File: config.mk
export PLATFORM = sky130hd
export DESIGN_NAME = i2s_apb_regfile
export DESIGN_NICKNAME = d
export VERILOG_FILES = /design/src/rtl/i2s_apb_regfile.sv
export SDC_FILE = /design/constraint.sdc
export NUM_CORES = 1
export LEC_CHECK = 0
export BUFFER_PORTS_ARGS = -buffer_cell sky130_fd_sc_hd__buf_2
export CAP_MARGIN = 40
export CORE_MARGIN = 3
export CORE_UTILIZATION = 58
export DETAILED_ROUTE_END_ITERATION = 12
export GPL_TIMING_DRIVEN = 0
export PLACE_DENSITY = 0.85
export SLEW_MARGIN = 0
export SYNTH_ARGS = -nofsm -noshare
export SYNTH_HDL_FRONTEND = slang
export SYNTH_SLANG_ARGS = --single-unit
File: constraint.sdc
create_clock -name pclk -period 6.9 [get_ports pclk]
set_clock_uncertainty 0.2 [all_clocks]
set_input_delay 0.69 -clock pclk [delete_from_list [all_inputs] [get_ports pclk]]
set_output_delay 0.69 -clock pclk [all_outputs]
set_load 0.01 [all_outputs]
File: src/rtl/i2s_apb_regfile.sv
// APB register file for the I2S transceiver: CTRL/STATUS, Tx/Rx staging buffers, interrupt enable/status.
// Optional byte-lane write strobes are enabled with `define I2S_REGFILE_PSTRB_EN.
module i2s_apb_regfile #(
    parameter int DATA_W   = 32,
    parameter int CTRL_W   = 15,
    parameter int FLAG_W   = 13,
    parameter int TX_DEPTH = 2,
    parameter int RX_DEPTH = 2,
    parameter logic [CTRL_W-1:0] CTRL_RST = CTRL_W'(15'h06D5)
) (
    input  logic              pclk,
    input  logic              preset,
    input  logic              psel,
    input  logic              penable,
    input  logic              pwrite,
    input  logic [7:0]        paddr,
    input  logic [31:0]       pwdata,
`ifdef I2S_REGFILE_PSTRB_EN
    input  logic [3:0]        pstrb,
`endif
    output logic [31:0]       prdata,
    output logic              pready,
    output logic              pslverr,
    input  logic [FLAG_W-1:0] flags,
    output logic [CTRL_W-1:0] controls,
    input  logic              tx_full,
    output logic              tx_wen,
    output logic [DATA_W-1:0] tx_data,
    input  logic              rx_empty,
    output logic              rx_ren,
    input  logic [DATA_W-1:0] rx_data,
    output logic              irq
);
    localparam int TX_AW = $clog2(TX_DEPTH);
    localparam int RX_AW = $clog2(RX_DEPTH);
    localparam int TX_CW = TX_AW + 1;
    localparam int RX_CW = RX_AW + 1;
    localparam logic [TX_CW-1:0] TX_FULL = TX_CW'(TX_DEPTH);
    localparam logic [RX_CW-1:0] RX_FULL = RX_CW'(RX_DEPTH);

    logic [CTRL_W-1:0] ctrl_reg;
    logic [3:0]        irq_en_reg;
    logic              tx_ovf_reg, rx_udf_reg, irq_reg;
    logic [DATA_W-1:0] tx_mem [TX_DEPTH];
    logic [DATA_W-1:0] rx_mem [RX_DEPTH];
    logic [TX_AW-1:0]  tx_wptr_reg, tx_rptr_reg;
    logic [RX_AW-1:0]  rx_wptr_reg, rx_rptr_reg;
    logic [TX_CW-1:0]  tx_cnt_reg;
    logic [RX_CW-1:0]  rx_cnt_reg;
    logic              tx_wen_reg, rx_ren_reg, rx_cap_reg;
    logic [DATA_W-1:0] tx_data_reg;

    logic [CTRL_W-1:0] ctrl_mask;
    logic [3:0]        en_mask;
    logic              strb_full;

`ifdef I2S_REGFILE_PSTRB_EN
    genvar gi;
    for (gi = 0; gi < CTRL_W; gi++) begin : g_ctrl_mask
        assign ctrl_mask[gi] = pstrb[gi/8];
    end
    assign en_mask   = {4{pstrb[0]}};
    assign strb_full = &pstrb;
`else
    assign ctrl_mask = '1;
    assign en_mask   = '1;
    assign strb_full = 1'b1;
`endif

    logic        access, wr_acc, rd_acc;
    logic        tx_is_full, tx_push, tx_pop, tx_ovf_set;
    logic        rx_pop, rx_udf_set, rx_issue;
    logic [1:0]  w1c;
    logic [3:0]  irq_stat;
    logic [31:0] status, rdata_mux;
    logic        err;

    always_comb begin
        access     = psel & penable;
        wr_acc     = access & pwrite;
        rd_acc     = access & ~pwrite;
        tx_is_full = (tx_cnt_reg == TX_FULL);
        // Full is judged on the registered count: a same-cycle drain never admits a push.
        tx_push    = wr_acc & (paddr == 8'h08) & strb_full & ~tx_is_full;
        tx_ovf_set = wr_acc & (paddr == 8'h08) & strb_full & tx_is_full;
        tx_pop     = (tx_cnt_reg != '0) & ~tx_full;
        rx_pop     = rd_acc & (paddr == 8'h0C) & (rx_cnt_reg != '0);
        rx_udf_set = rd_acc & (paddr == 8'h0C) & (rx_cnt_reg == '0);
        rx_issue   = ~rx_empty & ~rx_ren_reg & ~rx_cap_reg & (rx_cnt_reg < RX_FULL);
        w1c        = (wr_acc & (paddr == 8'h14)) ? (pwdata[3:2] & en_mask[3:2]) : 2'b00;
        irq_stat   = {rx_udf_reg, tx_ovf_reg, (rx_cnt_reg != '0), (tx_cnt_reg == '0)};
        status     = (32'(tx_cnt_reg) << 24) | (32'(rx_cnt_reg) << 16) | 32'(flags);

        rdata_mux = '0;
        err       = 1'b0;
        case (paddr)
            8'h00: rdata_mux = 32'(ctrl_reg);
            8'h04: begin rdata_mux = status; err = pwrite; end
            8'h08: err = ~pwrite | ~strb_full | tx_is_full;
            8'h0C: begin
                err = pwrite | (rx_cnt_reg == '0);
                if (rx_cnt_reg != '0)
                    rdata_mux = 32'(rx_mem[rx_rptr_reg]);
            end
            8'h10: rdata_mux = 32'(irq_en_reg);
            8'h14: rdata_mux = 32'(irq_stat);
            default: err = 1'b1;
        endcase
        prdata  = rd_acc ? rdata_mux : '0;
        pslverr = access & err;
    end

    assign pready   = 1'b1;
    assign controls = ctrl_reg;
    assign tx_wen   = tx_wen_reg;
    assign tx_data  = tx_data_reg;
    assign rx_ren   = rx_ren_reg;
    assign irq      = irq_reg;

    // Buffer storage carries no reset; the pointers and counts define validity.
    always_ff @(posedge pclk) begin
        if (tx_push)
            tx_mem[tx_wptr_reg] <= pwdata[DATA_W-1:0];
        if (rx_cap_reg)
            rx_mem[rx_wptr_reg] <= rx_data;
    end

    always_ff @(posedge pclk) begin
        if (!preset) begin
            ctrl_reg    <= CTRL_RST;
            irq_en_reg  <= '0;
            tx_ovf_reg  <= 1'b0;
            rx_udf_reg  <= 1'b0;
            irq_reg     <= 1'b0;
            tx_wptr_reg <= '0;
            tx_rptr_reg <= '0;
            tx_cnt_reg  <= '0;
            tx_wen_reg  <= 1'b0;
            tx_data_reg <= '0;
            rx_wptr_reg <= '0;
            rx_rptr_reg <= '0;
            rx_cnt_reg  <= '0;
            rx_ren_reg  <= 1'b0;
            rx_cap_reg  <= 1'b0;
        end else begin
            if (wr_acc && paddr == 8'h00)
                ctrl_reg <= (ctrl_reg & ~ctrl_mask) | (pwdata[CTRL_W-1:0] & ctrl_mask);
            if (wr_acc && paddr == 8'h10)
                irq_en_reg <= (irq_en_reg & ~en_mask) | (pwdata[3:0] & en_mask);
            tx_ovf_reg <= tx_ovf_set | (tx_ovf_reg & ~w1c[0]);
            rx_udf_reg <= rx_udf_set | (rx_udf_reg & ~w1c[1]);
            irq_reg    <= |(irq_stat & irq_en_reg);

            if (tx_push)
                tx_wptr_reg <= tx_wptr_reg + TX_AW'(1);
            tx_wen_reg <= tx_pop;
            if (tx_pop) begin
                tx_data_reg <= tx_mem[tx_rptr_reg];
                tx_rptr_reg <= tx_rptr_reg + TX_AW'(1);
            end
            tx_cnt_reg <= tx_cnt_reg + TX_CW'(tx_push) - TX_CW'(tx_pop);

            // One outstanding read: strobe, then capture the word on the following cycle.
            rx_ren_reg <= rx_issue;
            rx_cap_reg <= rx_ren_reg;
            if (rx_cap_reg)
                rx_wptr_reg <= rx_wptr_reg + RX_AW'(1);
            if (rx_pop)
                rx_rptr_reg <= rx_rptr_reg + RX_AW'(1);
            rx_cnt_reg <= rx_cnt_reg + RX_CW'(rx_cap_reg) - RX_CW'(rx_pop);
        end
    end
endmodule

* After elaboration in Yosys (flattened, before gate mapping)
Memories as Yosys holds them, arrays and structs flattened. A register that Yosys moved wholly into a read port is not among the register bits.
Cells that the tools add are included.
Widths: inputs -> output; s select.
** Word-level totals
- Bits in registers :: 33
- Memory bits (writable) :: 128
- Output and inout bits :: 84
- Logic and storage cells :: 84
- Memories kept :: 2
** Cells by class
- Add/subtract/negate cells :: 8
- $lt $le $gt $ge :: 1
- Eq/ne operators :: 6
- Mux-type cells :: 11
- Bitwise gates (word level) :: 32
- Reduce and logical (&&, ||, !) cells :: 10
** Memories
- rx_mem :: words 2, width 32, rd ports 1, clocked after Yosys merged registers in 1, write ports 1, line 45 : logic [DATA_W-1:0] rx_mem [RX_DEPTH];
- tx_mem :: words 2, width 32, rd ports 1, clocked after Yosys merged registers in 1, write ports 1, line 44 : logic [DATA_W-1:0] tx_mem [TX_DEPTH];
** Operator list (count)
- $pmux 32 s5 :: 1
- $mux 32 :: 2
- $or 26x13->26 :: 1
- $or 26x18->26 :: 1
- $and 1x1->1 :: 17
- $eq 8x4->1 const B :: 2
- $eq 8x5->1 const B :: 2
- $eq 8x3->1 const B :: 1
- $logic_not 8->1 :: 1
- $not 1->1 :: 8
- $mux 1 :: 6
- $add 1x1->1 const B :: 4
- $add 2x1->2 :: 2
- $and 4x4->4 :: 1
- $logic_not 2->1 :: 2
- $or 1x1->1 :: 4
- $pmux 1 s4 :: 1
- $reduce_bool 2->1 :: 2
- $reduce_or 4->1 :: 1
- $sub 2x1->2 :: 2
- $reduce_or 3->1 :: 1
- $eq 2x2->1 const B :: 1
- $logic_and 1x1->1 :: 2
- $lt 2x2->1 const B :: 1
- other kinds (2) :: 2

* Depth between registers and ports, before layout
Gate-level depths: netlist of the first run.
- Depth after elaboration :: 7
- Mapped depth :: 12
- Depth with buffers taken out :: 10

* Worst setup path after synthesis of the first run
OpenSTA, ideal clock, no wires.
- Path type :: input -> register
- Start point :: in paddr[2]
- End point :: mem tx_mem[0][0] (enable)
- Library setup time :: 0.421 ns
- Arrival :: 2.818 ns
- Data required time :: 6.279 ns
- Path slack :: 3.461 ns
- Stages :: 6
- Path buffers :: 2
- Cells stage by stage :: buf_4 and4b_1 buf_2 and3_1 nand2_1 nor2_1
** On the way
- Word-level cells in the longest chain between the ends :: 5
** RTL lines
- from (decl) :: line 16 : input logic [7:0] paddr,
- $eq 8x4->1 :: line 84 : tx_push = wr_acc & (paddr == 8'h08) & strb_full & ~tx_is_full;
- $and 1x1->1 (2 in series) :: line 84
- $mux 1 :: line 122 : if (tx_push)
- $mux 1 (implied by the code) :: line 123 : tx_mem[tx_wptr_reg] <= pwdata[DATA_W-1:0];
- to (decl) :: line 44
No other way between the ends.

* Worst setup path after layout of the first run
- Start point :: in paddr[1]
- End point :: out prdata[25]
** On the way
- Word-level cells in the longest chain between the ends :: 3
** RTL lines
- $eq 8x5->1 (tied with other cells) :: line 96 : case (paddr)
- $pmux 32 s5 * :: line 96
- $mux 32 * :: line 109 : prdata = rd_acc ? rdata_mux : '0;
- to (decl) :: line 21 : output logic [31:0] prdata,
Every way passes the cells marked *; elsewhere a longest branch is shown, timed or not.

==> summary.md, run 1 <==
| Metric | Value |
|---|---|
| I/O pins | 176 |
| Switching Fraction | 0.2486 |
| Asr flop ratio synth | 0 |
| Drt drc | 0 |
| Final core utilization | 0.7352 |
| Commonest non-fill, non-tap cells in the layout | buf_2, edfxtp_1, nor2_1 |
| RSZ-0062 raised after global routing | no |
| Cts hold-fix bufs | 0 |
| Final setup viols | 0 |
| Pint | 1914 uW |
| CTS H-tree lvls | 4 |
| Final Hold Viols | 0 |
| Max IR drop VDD | 0.1613 mV |
| Worst-Margin Slew | 0.8615 ns |
| Post-synthesis cell count | 569 |
| Vias in the first global route | about 5500 |
| Post-CTS resize count | 0 |
| Startpoint Class | input pin |
| Critical Path Max Stage Delay | approximately 0.36 ns |
| Overflow after GRT | 0 |
| Routed len/inst | 18.74 um |
| First-pass GRT wire length | 27.81 mm |
| Nets@finish | 859 |
| Floorplan die width | between 100 and 150 um |
| Mean area per synthesized cell | between 10 and 15 um^2 |
| CP Max Fanout | 10 |
| Relative max-transition margin | 0.4256 |
| Most common cell after layout, fill and taps aside | buf_2 |
| Setup Crit Path Kind | input pin to output pin |
| Buffers on Ports | 173 |
| NetSw | 633.0 uW |
| Slowest cell on the critical path | nand4_1 |
| Die ar. | 14650 um^2 |
| Post-CTS Setup Bufs | 0 |
| Net Count, Synth | 664 |
| Slew Viols, Final | 0 |
| Clock Sink Count | about 190 |
| CTS tree | built |
| Initial Utilization | 0.6007 |
| CP Depth | 7 |
| Initial antenna violation count | 3 |
| CTS Buffer Depth | 2 |
| R2r setup slk | 4.40 ns |
| Crit path max-delay family | simple AND/OR/NAND/NOR gates |
| Ys flop type | edfxtp_1 |
| Max cap viols | 0 |
| All-Layer GR Usage | 0.2487 |
| Post-DR vias/cell | 5.674 |
| Cell accounting for the most synthesized area | edfxtp_1 |
| Routed WL | 17.80 mm |
| Hold_sp | rx_data[0] |
| Share of layout cells above drive strength 1 | 0.3269 |
| Num rows | 41 |
| Status | completed |
| Post-Syn Area | 7674 um^2 |
| WP data arrival | 2.38 ns |
| Leakage | 0.003536 uW |
| DRT Pass-1 Iters | 5 |
| Reg2Reg Launch Point | tx_cnt_reg[1] |
| CP startpoint | paddr[1] |
| Final min period | 3.268 ns |
| Sequential cell area fraction in the yosys report | 0.6731 |
| Fin cells | 950 |
| Hold Crit Class | input pin to flop |
| Crit path to | prdata[25] |
| Reg clk slew, reported paths | 0.07 ns |
| Final setup TNS | 0 ns |
| CTS Root Cell | clkbuf_16 |
| Largest net degree at the start of global routing | 33 |
| Detailed Place HPWL | 13.09 mm |
| Top post-synthesis cells by area | edfxtp_1, dfxtp_1, mux2i_1, nor2_1, a211oi_1 |
| FF-to-FF End | tx_cnt_reg[1] |
| Syn-to-layout area delta | 22.39% |
| CTS Buf Count | 17 |
| EDFF count, synth | 128 |
| Post-route ant nets | 0 |
| Count of unique library cells instantiated by Yosys | a little over 50 |
| PwrDens | ~270 nW/um^2 |
| Core area | 12770 um^2 |
| Endpoint class of the critical path | output pin |
| Final Total Pwr | 2547 uW |
| F_max | between 0.3 and 0.4 GHz |
| Top cell by count, worst path | buf_2 |
| Clock share of power | 0.367 |
| Worst R2R Path Depth | 8 |
| Starting DRC count in detailed routing | 512 |
| Worst-Skew Late Latency | 0.43 ns |
| Proportion of netlist area held by the largest area contributor | 0.5009 |
| Post-Place Cells | 917 |
| Yosys reg bits | 194 |
| Die height | 121.0 um |
| Routed vias | 5390 |
| Yosys warns | 0 |
| WP buf/inv | 4 |
| Required time of the critical path | 6.01 ns |
| Hold depth | 1 |
| Seq pwr share | 0.516 |
| Crit path cell chain | buf_2 -> nor3_2 -> buf_4 -> nand4_1 -> clkbuf_1 -> nor2_1 -> buf_2 |
| Gp weighted congestion | 0.8878 |
| Fin crit share | 0.4737 |
| Logic pwr share | 0.117 |
## synthesized netlist by cell type, drive strengths merged, types with 2 or more instances
library cell,instances
a211oi,32
a21boi,2
a21oi,16
a22oi,4
and2,8
and3,3
buf,24
clkbuf,13
dfxtp,66
edfxtp,128
ha,3
inv,4
mux2,9
mux2i,66
mux4,4
nand2,27
nand3,37
nand4,4
nor2,73
nor3,4
o21ai,6
o22a,7
o311ai,2
o32a,2
or2,2
xnor2,4
xor2,3
## cells by family after synthesis
logic type | share of synthesized area
buffers and inverters | 0.02707
adders and majority gates | 0.004892
DFF | 0.6731
other | 0.0004887
muxes | 0.1110
and+or+nand+nor | 0.1045
AOI/OAI and AO/OA | 0.07093
xor gates and xnor gates | 0.007990
## power by group through the flow
stage / logic, uW / clock network, uW / registers (uW)
floorplan: 157 / 0 / 1350
finish: 297 / 935 / 1310
detailed placement: 294 / 0 / 1340
CTS: 297 / 946 / 1310
global route: 327 / 987 / 1320
global placement: 279 / 0 / 1340
## layer usage
metal | global-route usage | part of all wire
met5 | 0 | 0.0026
met4 | 0.08853 | 0.018
met3 | 0.09184 | 0.10
met2 | 0.4210 | 0.50
met1 | 0.2915 | 0.38
## final cells by class
type / instances / area, um^2
Multi-Input combinational cell: 333 / 2317
Clock buffer: 18 / 429.2
Timing Repair Buffer: 176 / 928.4
Fill cell: 834 / 3382
Antenna cell: 1 / 2.502
Inverter: 5 / 18.77
Buffer: 37 / 188.9
Clock inverter: 14 / 126.4
Sequential cell: 194 / 5165
Tap cell: 172 / 215.2
## how the worst min path moves through the flow
stage                               end  slack, ns
after detailed placement     rx_cap_reg       0.27
after global placement      controls[1]       0.26
final                      rx_mem[1][0]       0.24
after global routing      tx_mem[1][23]       0.23
after floorplan                     irq       0.25
after CTS                        tx_wen       0.22
## stage by stage
stage / cell area (um^2) / hold slack (ns) / worst slack [ns]
2_1_floorplan: 7674 / 0.2464 / 3.461
3_3_place_gp: 8755 / 0.2620 / 2.658
3_5_place_dp: 8833 / 0.2712 / 3.623
4_1_cts: 9389 / 0.2223 / 3.632
5_1_grt: 9389 / 0.2279 / 3.509
6_report: 9392 / 0.2412 / 3.632
Note: power is estimated with default switching activity, not from simulation.
==> run 2: changes to the inputs <==
Settings changed: CORE_UTILIZATION 58 to 54, PLACE_DENSITY 0.85 to 0.8.
Clock period 6.9 ns to 3.19 ns, I/O delays scaled along.
==> run 2 against run 1 <==
  * Routed wire length is 3.4% higher
  * Die area is 7.0% higher
  * Clock power is 130% higher
  * Flip-flop and latch count stayed put
  * Combinational power is 140% higher
  * Non-clock buffer count is 67 higher
  * Critical path type is now flop to output pin
  * Critical endpoint is now prdata[23]
  * Highest routed layer unchanged
==> summary.md, run 2 (synthesized netlist as in run 1, its figures left out) <==
| Metric | Value |
|---|---|
| Worst R2R Path Depth | 8 |
| Endpoint class of the critical path | output pin |
| Max IR drop VDD | 0.5348 mV |
| Final Total Pwr | 5696 uW |
| I/O pins | 176 |
| Routed WL | between 15 and 20 mm |
| Max cap viols | 0 |
| Die height | about 130 um |
| CTS Root Cell | clkbuf_16 |
| Detailed Place HPWL | 12.73 mm |
| CTS Buffer Depth | 2 |
| Leakage | ~0.0038 uW |
| Fin worst setup slack | 0.4867 ns |
| Worst-Skew Late Latency | 0.43 ns |
| Multi-input gate area | 2317 um^2 |
| Post-CTS resize count | 0 |
| Final instance area | 10140 um^2 |
| Die ar. | 15680 um^2 |
| Final setup viols | 0 |
| Hold Crit Class | input pin to flop |
| Floorplan die width | approximately 130 um |
| Routed len/inst | between 15 and 20 um |
| CP Max Fanout | 10 |
| Routed vias | 5583 |
| Post-DP Area | 8851 um^2 |
| Largest net degree at the start of global routing | 33 |
| Post-route ant nets | 0 |
| Relative max-transition margin | 0.4698 |
| Initial Utilization | 0.5660 |
| Fin crit share | 0.8474 |
| FF-to-FF End | tx_cnt_reg[1] |
| Post-CTS Setup Bufs | 0 |
| FF/Latch Area | 5165 um^2 |
| Final setup TNS | 0 ns |
| Reg2Reg Launch Point | tx_cnt_reg[1] |
| CTS tree | built |
| Starting DRC count in detailed routing | approximately 460 |
| First-pass GRT wire length | around 30 mm |
| F_max | 0.3699 GHz |
| WP data arrival | 2.18 ns |
| Share of layout cells above drive strength 1 | 0.3009 |
| Vias in the first global route | approximately 5700 |
| Dpl ws | 0.4434 ns |
| RSZ-0062 raised after global routing | no |
| Drt drc | 0 |
| Setup Crit Path Kind | flop to output pin |
| Initial antenna violation count | 2 |
| Nets@finish | 926 |
| Slew Viols, Final | 0 |
| Post-DR vias/cell | 5.463 |
| Cts hold-fix bufs | 66 |
| All-Layer GR Usage | 0.2421 |
| Commonest non-fill, non-tap cells in the layout | buf_2, edfxtp_1, nor2_1 |
| Overflow after GRT | 0 |
| PwrDens | 561.6 nW/um^2 |
| R2r setup slk | about 0.75 ns |
| Clock Sink Count | 194 |
| Fillers | about 860 |
| Most common cell after layout, fill and taps aside | buf_2 |
| Final Hold Viols | 0 |
| Buffers on Ports | 173 |
| Crit path to | prdata[23] |
| CTS Buf Count | 17 |
| Core area | 13560 um^2 |
| Worst-Margin Slew | roughly 0.80 ns |
| Required time of the critical path | between 2 and 3 ns |
| Syn-to-layout area delta | 32.17% |
| Num rows | 42 |
| Startpoint Class | flop |
| Status | completed |
| Reg clk slew, reported paths | 0.07 ns |
| CTS H-tree lvls | 4 |
| DRT Pass-1 Iters | 5 |
| Final min period | 2.703 ns |
| Gp weighted congestion | ~0.86 |
==> run 2: changes by cell type in the layout (fill, tap and decap cells not counted), sizes merged <==
cell | previous run | this run
buf | 200 | 201
clkinv | 7 | 5
dlygate4sd3 | 0 | 66
diode | 1 | 2
clkbuf | 31 | 37
inv | 10 | 6
==> run 2: critical path, cell delays in order, from the launching register on <==
cell,delay [ns]
dfxtp_1,0.34
clkbuf_1,0.21
buf_2,0.35
buf_2,0.36
mux2i_1,0.28
nor2_1,0.06
buf_2,0.14
==> run 2: layout make-up <==
class                   count  area share
repair buffers            243      0.1594
diodes                      2   0.0004935
flip-flops and latches    194      0.5093
plain buffers              37     0.01863
well taps                 176     0.02171
clock inverters             8    0.008512
clock buffers              24     0.05169
inverters                   5    0.001850
multi-input cells         333      0.2285
==> run 2: power by group <==
part           switching [uW]  internal [uW]  leakage [uW]  total [uW]
logic                     383            319       0.00186         702
registers                59.3           2790       0.00169        2840
clock network             907           1240      0.000298        2150
total                    1350           4350       0.00384        5700
==> run 2: how the worst min path moves through the flow <==
stage              from    endpoint  slack [ns]  cells past startpoint
2_1_floorplan   tx_full      tx_wen        0.20                      1
3_3_place_gp     rx_ren  rx_cap_reg        0.26                      1
3_5_place_dp     rx_ren  rx_cap_reg        0.26                      1
4_1_cts        paddr[3]  tx_ovf_reg       0.005                      3
5_1_grt        paddr[3]  tx_ovf_reg        0.04                      3
6_report       paddr[3]  tx_ovf_reg        0.03                      3
==> run 2: routing by layer <==
layer | GRT usage | part of all wire
met5 | 0 | 0.0015
met4 | 0.08227 | 0.015
met3 | 0.07676 | 0.081
met2 | 0.4163 | 0.51
met1 | 0.2897 | 0.39
==> run 2: stage by stage <==
stage / instances / hold slack, ns / utilization
finish: 1022 / 0.03214 / 0.7481
global route: 1020 / 0.03900 / 0.7477
CTS: 1019 / 0.004501 / 0.7466
detailed placement: 921 / 0.2630 / 0.6528
global placement: 918 / 0.2640 / 0.6461
floorplan: 569 / 0.1958 / -
